File: config.mk
export PLATFORM = sky130hd
export DESIGN_NAME = spi_cfg_arbiter
export DESIGN_NICKNAME = d
export VERILOG_FILES = /design/src/rtl/spi_cfg_arbiter.sv
export SDC_FILE = /design/constraint.sdc
export NUM_CORES = 1
export LEC_CHECK = 0
export ABC_AREA = 1
export CAP_MARGIN = 5
export CORE_MARGIN = 2
export CORE_UTILIZATION = 50
export CTS_BUF_LIST = sky130_fd_sc_hd__clkbuf_16
export DETAILED_ROUTE_END_ITERATION = 10
export DONT_BUFFER_PORTS = 1
export MAX_ROUTING_LAYER = met4
export PLACE_DENSITY_LB_ADDON = 0.25
export SYNTH_ARGS = -nofsm -noshare
export SYNTH_HDL_FRONTEND = slang
export SYNTH_SLANG_ARGS = --single-unit
File: constraint.sdc
create_clock -name clk_20m -period 5.7 [get_ports clk_20m]
set_input_delay 1.14 -clock clk_20m [delete_from_list [all_inputs] [get_ports clk_20m]]
set_output_delay 1.14 -clock clk_20m [all_outputs]
set_load 0.01 [all_outputs]
File: src/rtl/spi_cfg_arbiter.sv
// Arbitrates several configuration masters onto one shared SPI master.
// One owner at a time, fixed-priority or round-robin, with a chip-select gap between sessions.
module spi_cfg_arbiter #(
  parameter int NUM_CH          = 3,
  parameter int MOSI_DATA_WIDTH = 24,
  parameter int MISO_DATA_WIDTH = 9,
  parameter int ARB_MODE        = 1,
  parameter int GAP_CYCLES      = 4,
  parameter int TIMEOUT         = 4096
) (
  input  logic                              clk_20m,
  input  logic                              rstn,
  input  logic [NUM_CH-1:0]                 ch_req,
  input  logic [NUM_CH-1:0]                 ch_wr_cmd,
  input  logic [NUM_CH-1:0]                 ch_rd_cmd,
  input  logic [NUM_CH*MOSI_DATA_WIDTH-1:0] ch_wr_data,
  output logic [NUM_CH-1:0]                 ch_gnt,
  output logic [NUM_CH-1:0]                 ch_busy,
  output logic [MISO_DATA_WIDTH-1:0]        ch_rd_data,
  output logic                              m_wr_cmd,
  output logic                              m_rd_cmd,
  output logic [MOSI_DATA_WIDTH-1:0]        m_wr_data,
  input  logic                              m_busy,
  input  logic                              m_ncs,
  input  logic [MISO_DATA_WIDTH-1:0]        m_rd_data,
  output logic [NUM_CH-1:0]                 cs_n,
  output logic                              timeout_o,
  output logic [NUM_CH-1:0]                 cmd_drop
);

  localparam int IDX_W = (NUM_CH > 1) ? $clog2(NUM_CH) : 1;

  typedef enum logic [1:0] {IDLE, GRANT, GAP} state_t;

  state_t                     state, state_nxt;
  logic [IDX_W-1:0]           owner, owner_nxt;
  logic [IDX_W-1:0]           ptr, ptr_nxt;
  logic [NUM_CH-1:0]          gnt_nxt;
  logic [7:0]                 gap_cnt, gap_cnt_nxt;
  logic [15:0]                idle_cnt, idle_cnt_nxt;
  logic                       fwd_wr_nxt, fwd_rd_nxt, timeout_nxt;
  logic [MOSI_DATA_WIDTH-1:0] wr_data_nxt;
  logic [NUM_CH-1:0]          drop_set;
  logic [IDX_W-1:0]           winner;
  logic                       found;

  logic fwd_pending, in_grant, own_req, own_wr, own_rd, own_cmd, accept, owner_done;

  // A forward is in flight during the cycle the command strobe is on the master port.
  assign fwd_pending = m_wr_cmd | m_rd_cmd;
  assign in_grant    = (state == GRANT);
  assign own_req     = ch_req[owner];
  assign own_wr      = ch_wr_cmd[owner];
  assign own_rd      = ch_rd_cmd[owner];
  assign own_cmd     = own_wr | own_rd;
  assign accept      = in_grant && own_req && own_cmd && !m_busy && !fwd_pending;
  assign owner_done  = !own_req && !m_busy && !fwd_pending;

  assign cs_n       = ~ch_gnt | {NUM_CH{m_ncs}};
  assign ch_busy    = ~ch_gnt | {NUM_CH{m_busy | fwd_pending}};
  assign ch_rd_data = m_rd_data;

  // Search starts at ptr in round-robin mode, at channel 0 in fixed-priority mode.
  always_comb begin
    int idx;
    winner = '0;
    found  = 1'b0;
    for (int k = 0; k < NUM_CH; k++) begin
      idx = (ARB_MODE == 1) ? (int'(ptr) + k) % NUM_CH : k;
      if (!found && ch_req[idx]) begin
        winner = IDX_W'(idx);
        found  = 1'b1;
      end
    end
  end

  // NOTE: every signal written here gets a default first, so no path can infer a latch.
  always_comb begin
    state_nxt    = state;
    gnt_nxt      = ch_gnt;
    owner_nxt    = owner;
    ptr_nxt      = ptr;
    gap_cnt_nxt  = gap_cnt;
    idle_cnt_nxt = idle_cnt;
    fwd_wr_nxt   = 1'b0;
    fwd_rd_nxt   = 1'b0;
    timeout_nxt  = 1'b0;
    wr_data_nxt  = m_wr_data;
    drop_set     = (ch_wr_cmd | ch_rd_cmd) & ~({NUM_CH{accept}} & ch_gnt);
    if (accept && own_wr && own_rd) drop_set = drop_set | ch_gnt;

    case (state)
      IDLE: begin
        if (found) begin
          state_nxt    = GRANT;
          gnt_nxt      = NUM_CH'(1) << winner;
          owner_nxt    = winner;
          idle_cnt_nxt = '0;
          if (ARB_MODE == 1)
            ptr_nxt = (winner == IDX_W'(NUM_CH - 1)) ? '0 : winner + 1'b1;
        end
      end
      GRANT: begin
        if (accept) begin
          fwd_wr_nxt = own_wr;
          fwd_rd_nxt = !own_wr;
          if (own_wr)
            wr_data_nxt = ch_wr_data[owner*MOSI_DATA_WIDTH +: MOSI_DATA_WIDTH];
        end
        if (m_busy || own_cmd || fwd_pending) begin
          idle_cnt_nxt = '0;
        end else if (idle_cnt == 16'(TIMEOUT - 1)) begin
          timeout_nxt = 1'b1;
        end else begin
          idle_cnt_nxt = idle_cnt + 1'b1;
        end
        if (owner_done || timeout_nxt) begin
          state_nxt    = GAP;
          gnt_nxt      = '0;
          gap_cnt_nxt  = '0;
          idle_cnt_nxt = '0;
        end
      end
      GAP: begin
        if (gap_cnt == 8'(GAP_CYCLES - 1)) state_nxt = IDLE;
        else                               gap_cnt_nxt = gap_cnt + 1'b1;
      end
      default: state_nxt = IDLE;
    endcase
  end

  // NOTE: reset is sampled on the clock edge only; rstn is deliberately absent from the sensitivity list.
  always_ff @(posedge clk_20m) begin
    if (!rstn) begin
      // NOTE: state registers take non-blocking assignments so every flop sees pre-edge values.
      state     <= IDLE;
      ch_gnt    <= '0;
      owner     <= '0;
      ptr       <= '0;
      gap_cnt   <= '0;
      idle_cnt  <= '0;
      m_wr_cmd  <= 1'b0;
      m_rd_cmd  <= 1'b0;
      m_wr_data <= '0;
      timeout_o <= 1'b0;
      cmd_drop  <= '0;
    end else begin
      state     <= state_nxt;
      ch_gnt    <= gnt_nxt;
      owner     <= owner_nxt;
      ptr       <= ptr_nxt;
      gap_cnt   <= gap_cnt_nxt;
      idle_cnt  <= idle_cnt_nxt;
      m_wr_cmd  <= fwd_wr_nxt;
      m_rd_cmd  <= fwd_rd_nxt;
      m_wr_data <= wr_data_nxt;
      timeout_o <= timeout_nxt;
      cmd_drop  <= cmd_drop | drop_set;
    end
  end

endmodule
==> flow_summary_export.csv, run 1 <==
group,metric,value,unit
run_status,status,"finished, final reports clean",
floorplan,die_area,8280,sq um
synthesis,synth_top_area_cell,"dfxtp_1",
cts,root_buffer,"clkbuf_16",
timing,timing.final.ws_setup,2.67,ns
cts,cts_resized,0,
detailed_routing,ant_nets,0,
timing,hold_viol_final,0,
global_routing,grt_max_degree,46,
cells_and_area,antenna_cells,0,
cts,clkTransAtPathRegs,0.05,ns
power_and_ir_drop,p_seq_share,33.2,%
global_routing,grt_usage,24.0,%
timing,rsz0062_at_grt,"false",
timing,setup_tns,0,ns
cts,htreeDepth,3,
detailed_routing,drtPass1Iterations,4,
timing,setup_viol,0,
place,dp.cells,673,
floorplan,die-height,91.0,microns
floorplan,rows,31,
synthesis,synthTopCellsByArea,"dfxtp_1 (33%), nand2_1 (17%), nand3_1 (8.5%)",
synthesis,async_flop_share,0,%
worst_hold_path,min_path_type,"reg -> reg",
power_and_ir_drop,clkPwrFrac,30.6,%
cells_and_area,instances_no_fill,689,
power_and_ir_drop,p_int,998,uW
detailed_routing,route.detailed.drc,0,
floorplan,die_w,91.0,microns
synthesis,synth_top_area_share,33.3,%
worst_hold_path,min_from,"owner[1]$_SDFFE_PN0P_",
cts,cts.path.max_buffers,2,
timing,post-route-period-util,53.2,%
power_and_ir_drop,p_sw,734,uW
worst_hold_path,holdPathEnd,"owner[1]$_SDFFE_PN0P_",
floorplan,initial_core_util,51.9,%
place,dpl-instance-area,3710,sq um
timing,slew_violations,0,
place,routabilityCongestion,0.939,
floorplan,pin_count,142,
synthesis,synthesis.area,3780,sq um
detailed_routing,drt_iter0_markers,243,
cts,cts_num_sinks,63,
synthesis,post_synth_num_cell_types,29,
detailed_routing,avgViaCountPerCell,5.48,
global_routing,grt_antenna_before_repair,0,
synthesis,synth_cells,607,
synthesis,ys_top_cells_by_count,"nand2_1 (170), nor2_1 (69), nand3_1 (64)",
synthesis,synth_edf_count,0,
place,dp.final_hpwl,6710,microns
worst_setup_path,worstPathRequired,5.88,ns
place,port_buffers,0,
synthesis,synthesis.nets,707,
power_and_ir_drop,total_power,1.73,mW
global_routing,gr-total-overflow,0,
worst_setup_path,arrival,3.21,ns
timing,layout_min_cycle_time,3.03,ns
timing,relSlewSlack,33.8,%
worst_setup_path,critPathLaunch,"owner[0]$_SDFFE_PN0P_",
detailed_routing,wl_per_cell,13.8,microns
worst_setup_path,crit_type,"reg -> reg",
worst_setup_path,rr_endpoint,"m_wr_data[15]$_SDFFE_PN0P_",
power_and_ir_drop,combPwrFrac,36.1,%
synthesis,yosysMostFrequentCell,"nand2_1",
worst_setup_path,critPathCaptureType,"flip-flop",
power_and_ir_drop,p_leak,1.56,nW
synthesis,ys_ff_latch,63,
synthesis,yosys_warnings,0,
power_and_ir_drop,netSwitchingFraction,42.4,%
cells_and_area,nets,685,
place,place_ws,2.70,ns
cells_and_area,drive_gt1_share,5.42,%
cts,cts_hold_repair.buffers,0,
cts,cts_buffers,9,
synthesis,synth-main-ff-cell,"dfxtp_1",
worst_setup_path,critPathLaunchType,"flip-flop",
cts,cts_tree,"done",
global_routing,grt_pass1_vias,3414,
synthesis,yosysSeqAreaShare,33.3,%
floorplan,coreArea,7290,sq um
timing,timing.fmax,330,MHz
cts,clkLatencyLatePin,0.33,ns
cells_and_area,final_area,4000,sq um
power_and_ir_drop,p_per_area,433,nW/um^2
worst_hold_path,whs_path_depth,2,
cts,cts_setup_buffers,0,
detailed_routing,wirelength,9490,microns
timing,max_slew.worst_pin.slew,0.991,ns
cells_and_area,area_growth,5.86,%
run,drv_cap,0,
synthesis,avgSynthCellArea,6.23,sq um
worst_setup_path,worstReg2RegStart,"owner[0]$_SDFFE_PN0P_",
detailed_routing,num_vias,3779,
global_routing,grt_pass1_wl,15700,microns
worst_setup_path,path_max_fanout,30,
power_and_ir_drop,vdd_drop_max,0.208,mV
worst_setup_path,reg2reg_slack,2.67,ns
worst_setup_path,reg2reg_depth,9,
timing,finalClockSkew,0.00542,ns
worst max path at each step:
stage	endpoint	cells after the start	slack, ns
after detailed placement	m_wr_data[19]$_SDFFE_PN0P_	9	2.70
after CTS	m_wr_data[19]$_SDFFE_PN0P_	9	2.70
after floorplan	ch_busy[0]	4	3.03
after global routing	m_wr_data[6]$_SDFFE_PN0P_	9	2.31
after global placement	m_wr_data[8]$_SDFFE_PN0P_	9	2.84
final	m_wr_data[15]$_SDFFE_PN0P_	9	2.67
sequential cells by signal, indices dropped and copies added, names as in the netlist:
| signal | flops |
|---|---|
| ptr | 2 |
| idle_cnt | 16 |
| timeout_o | 1 |
| gap_cnt | 8 |
| cmd_drop | 3 |
| state | 2 |
| m_rd_cmd | 1 |
| m_wr_cmd | 1 |
| m_wr_data | 24 |
| ch_gnt | 3 |
| owner | 2 |
cell families after synthesis:
| family | count (synthesis) | share of synthesized area, % |
|---|---|---|
| flip-flops | 63 | 33.3 |
| AND/OR/NAND/NOR | 338 | 38.8 |
| XOR/XNOR | 4 | 0.926 |
| AO/OA/AOI/OAI | 104 | 14.0 |
| adder cells (fa/ha/maj) | 6 | 1.98 |
| buffers and inverters | 92 | 10.9 |
metal layers:
metal | GRT usage (%) | wire length [microns] | vias up
met5 | - | 0 | -
met4 | 10.4 | 114 | 0
met3 | 5.31 | 645 | 8
met2 | 36.9 | 4470 | 115
met1 | 30.5 | 4260 | 1730
li1 | - | - | 1926
per-stage QoR:
stage	utilization [%]	hold slack [ns]
finish	54.9	0.483
global route	54.9	0.512
CTS	54.9	0.484
detailed placement	50.9	0.469
global placement	50.9	0.466
floorplan	-	0.454
critical path: stages (launching register included):
cell and delay [ns]:
dfxtp_1 0.97, inv_2 0.43, nand2_1 0.15, nand3_1 0.10, nand2_1 0.08, nand2_1 0.09, inv_2 0.38, nand2_2 0.42
nand2_1 0.16, a21oi_1 0.07
cell usage in the layout (no fill, tap or decap):
cell / n
o211ai_1: 1
o21ai_0: 55
nand4_1: 12
clkbuf_16: 9
nand2_1: 170
nand3_2: 2
nor3b_1: 1
nor4_1: 1
nor3_1: 8
xor2_1: 4
dfxtp_1: 63
o21ai_1: 5
nand3_1: 64
inv_2: 5
o21bai_1: 1
clkinv_4: 1
inv_1: 55
a41o_1: 1
clkinv_2: 3
bufinv_16: 1
nand2_2: 5
ha_1: 6
nand3b_1: 1
nand2_4: 1
clkinvlp_4: 1
nor2_1: 69
nor2_4: 2
nor3_2: 1
nand3_4: 1
a21oi_1: 41
layout make-up:
type	instances	area, sq um
Fill cell	737	3290
Multi-Input combinational cell	452	2110
Sequential cell	63	1260
Clock buffer	9	225
Inverter	59	221
Tap cell	99	124
Clock inverter	7	65.1
power by group through the flow:
stage                     registers, mW  clock network [mW]  logic, mW
after floorplan                   0.549                   0      0.547
after global placement            0.582                   0      0.606
after detailed placement          0.582                   0      0.623
after CTS                         0.574               0.538      0.625
after global routing              0.582               0.559      0.721
final                             0.576               0.531      0.625
Power figures use the tool's default switching activity.
==> inputs of run 2 (changes only) <==
==> constraint.sdc (replaced) <==
create_clock -name clk_20m -period 2.8 [get_ports clk_20m]
set_input_delay 0.56 -clock clk_20m [delete_from_list [all_inputs] [get_ports clk_20m]]
set_output_delay 0.56 -clock clk_20m [all_outputs]
set_load 0.01 [all_outputs]
==> run 2 against run 1 <==
Count of clock-buffer cells in the layout unchanged; clock power is 120% higher; total power rose by 110%; sequential share of layout area shrank 0.48 points; flip-flop and latch count unchanged.
==> flow_summary_export.csv, run 2 (same netlist as run 1, synthesis figures left out) <==
group,metric,value,unit
cts,cts_hold_repair.buffers,0,
power_and_ir_drop,p_int,2.15,mW
place,dp.final_hpwl,7130,microns
cts,cts_setup_buffers,0,
place,place_ws,0.545,ns
worst_setup_path,arrival,2.46,ns
global_routing,grt_usage,24.4,%
floorplan,initial_core_util,51.9,%
detailed_routing,avgViaCountPerCell,5.56,
global_routing,grt_pass1_vias,3477,
global_routing,grt_antenna_before_repair,0,
detailed_routing,wirelength,9520,microns
worst_hold_path,min_path_type,"in -> reg",
timing,layout_min_cycle_time,2.27,ns
worst_setup_path,path_max_fanout,13,
timing,post-route-period-util,81.1,%
timing,timing.fmax,441,MHz
cells_and_area,instances_no_fill,694,
cells_and_area,area_growth,7.48,%
detailed_routing,num_vias,3856,
cts,cts_resized,0,
power_and_ir_drop,p_seq_share,31.2,%
floorplan,coreArea,7290,sq um
place,dp.cells,678,
detailed_routing,route.detailed.drc,0,
power_and_ir_drop,p_per_area,897,nW/um^2
cells_and_area,drive_gt1_share,6.05,%
cts,clkTransAtPathRegs,0.05,ns
floorplan,die-height,91.0,microns
cts,root_buffer,"clkbuf_16",
cells_and_area,utilization,55.7,%
timing,max_slew.worst_pin.slew,0.810,ns
run,drv_cap,0,
timing,hold_ws,0.336,ns
power_and_ir_drop,p_sw,1.49,mW
cts,cts.path.max_buffers,2,
detailed_routing,ant_nets,0,
floorplan,die_area,8280,sq um
floorplan,die_w,91.0,microns
timing,relSlewSlack,45.9,%
timing,hold_viol_final,0,
cts,htreeDepth,3,
power_and_ir_drop,netSwitchingFraction,41.0,%
cells_and_area,nets,690,
run_status,status,"finished, final reports clean",
worst_setup_path,critPathLaunchType,"flip-flop",
global_routing,grt_pass1_wl,16100,microns
cells_and_area,largest_register_ffs,24,
timing,setup_viol,0,
place,port_buffers,0,
timing,setup_tns,0,ns
cells_and_area,top_register,"m_wr_data",
place,routabilityCongestion,0.875,
timing,rsz0062_at_grt,"false",
cells_and_area,mostFrequentLayoutCells,"nand2_1 (170), nor2_1 (69), nand3_1 (64), dfxtp_1 (63)",
detailed_routing,drt_iter0_markers,319,
floorplan,rows,31,
power_and_ir_drop,combPwrFrac,36.8,%
worst_setup_path,critPathCaptureType,"flip-flop",
timing,slew_violations,0,
worst_setup_path,worstPathRequired,2.99,ns
cts,cts_tree,"done",
power_and_ir_drop,p_leak,1.59,nW
global_routing,gr-total-overflow,0,
cells_and_area,reg.largest.list,"m_wr_data x24, idle_cnt x16, gap_cnt x8",
worst_setup_path,crit_type,"reg -> reg",
power_and_ir_drop,clkPwrFrac,32.0,%
global_routing,grt_max_degree,46,
detailed_routing,drtPass1Iterations,5,
cts,clkLatencyLatePin,0.33,ns
power_and_ir_drop,vdd_drop_max,0.517,mV
cts,cts_buffers,9,
cells_and_area,antenna_cells,0,
timing,timing.final.ws_setup,0.531,ns
cts,cts_num_sinks,63,
floorplan,pin_count,142,
timing,finalClockSkew,0.00707,ns
detailed_routing,wl_per_cell,13.7,microns
cells_and_area,final_common_cell,"nand2_1",
==> run 2: stage by stage <==
step | power, mW | instance area, sq um
floorplan | 2.23 | 3780
global placement | 2.46 | 3750
detailed placement | 2.49 | 3750
CTS | 3.67 | 4070
global route | 3.93 | 4070
finish | 3.65 | 4070
==> run 2: cell type report <==
cell class                      instances  area [sq um]
Tap cell                               99           124
Multi-Input combinational cell        452          2110
Fill cell                             764          3230
Clock buffer                            9           225
Clock inverter                          7          88.8
Sequential cell                        63          1260
Inverter                               59           221
Timing Repair Buffer                    5          37.5
==> run 2: power groups by stage <==
| stage | logic (mW) | clock network [mW] | registers [mW] |
|---|---|---|---|
| 6_report | 1.34 | 1.17 | 1.14 |
| 5_1_grt | 1.55 | 1.23 | 1.15 |
| 4_1_cts | 1.34 | 1.19 | 1.14 |
| 3_5_place_dp | 1.33 | 0 | 1.16 |
| 3_3_place_gp | 1.31 | 0 | 1.15 |
| 2_1_floorplan | 1.11 | 0 | 1.12 |
==> run 2: path summary, 6_finish.rpt <==
check	startpoint	end	slack [ns]	depth (start not counted)
setup / recovery	ptr[0]$_SDFFE_PN0P_	idle_cnt[15]$_SDFFE_PN0P_	0.53	12
hold / removal	rstn	cmd_drop[1]$_SDFF_PN0_	0.34	2
setup reg to reg	ptr[0]$_SDFFE_PN0P_	idle_cnt[15]$_SDFFE_PN0P_	0.53	12
hold reg to reg	gap_cnt[7]$_SDFFE_PN0P_	gap_cnt[7]$_SDFFE_PN0P_	0.49	2
==> run 2: routing by layer <==
metal	vias up	track usage (%)	part of all wire, %
li1	1934	-	-
met1	1750	31.4	45
met2	147	37.0	46
met3	25	4.81	7.1
met4	0	11.4	2.4
met5	-	-	0
==> run 2: critical path, cell delays in order (launching register included) <==
cell and delay (ns):
dfxtp_1 0.37, inv_1 0.08, ha_1 0.36, inv_1 0.16, nand2_1 0.07, nand3_1 0.09
nand2_1 0.09, nand3_1 0.11, nand2_1 0.07, nand2_2 0.20, nand2_1 0.11, nand2_1 0.34
nor2_1 0.10
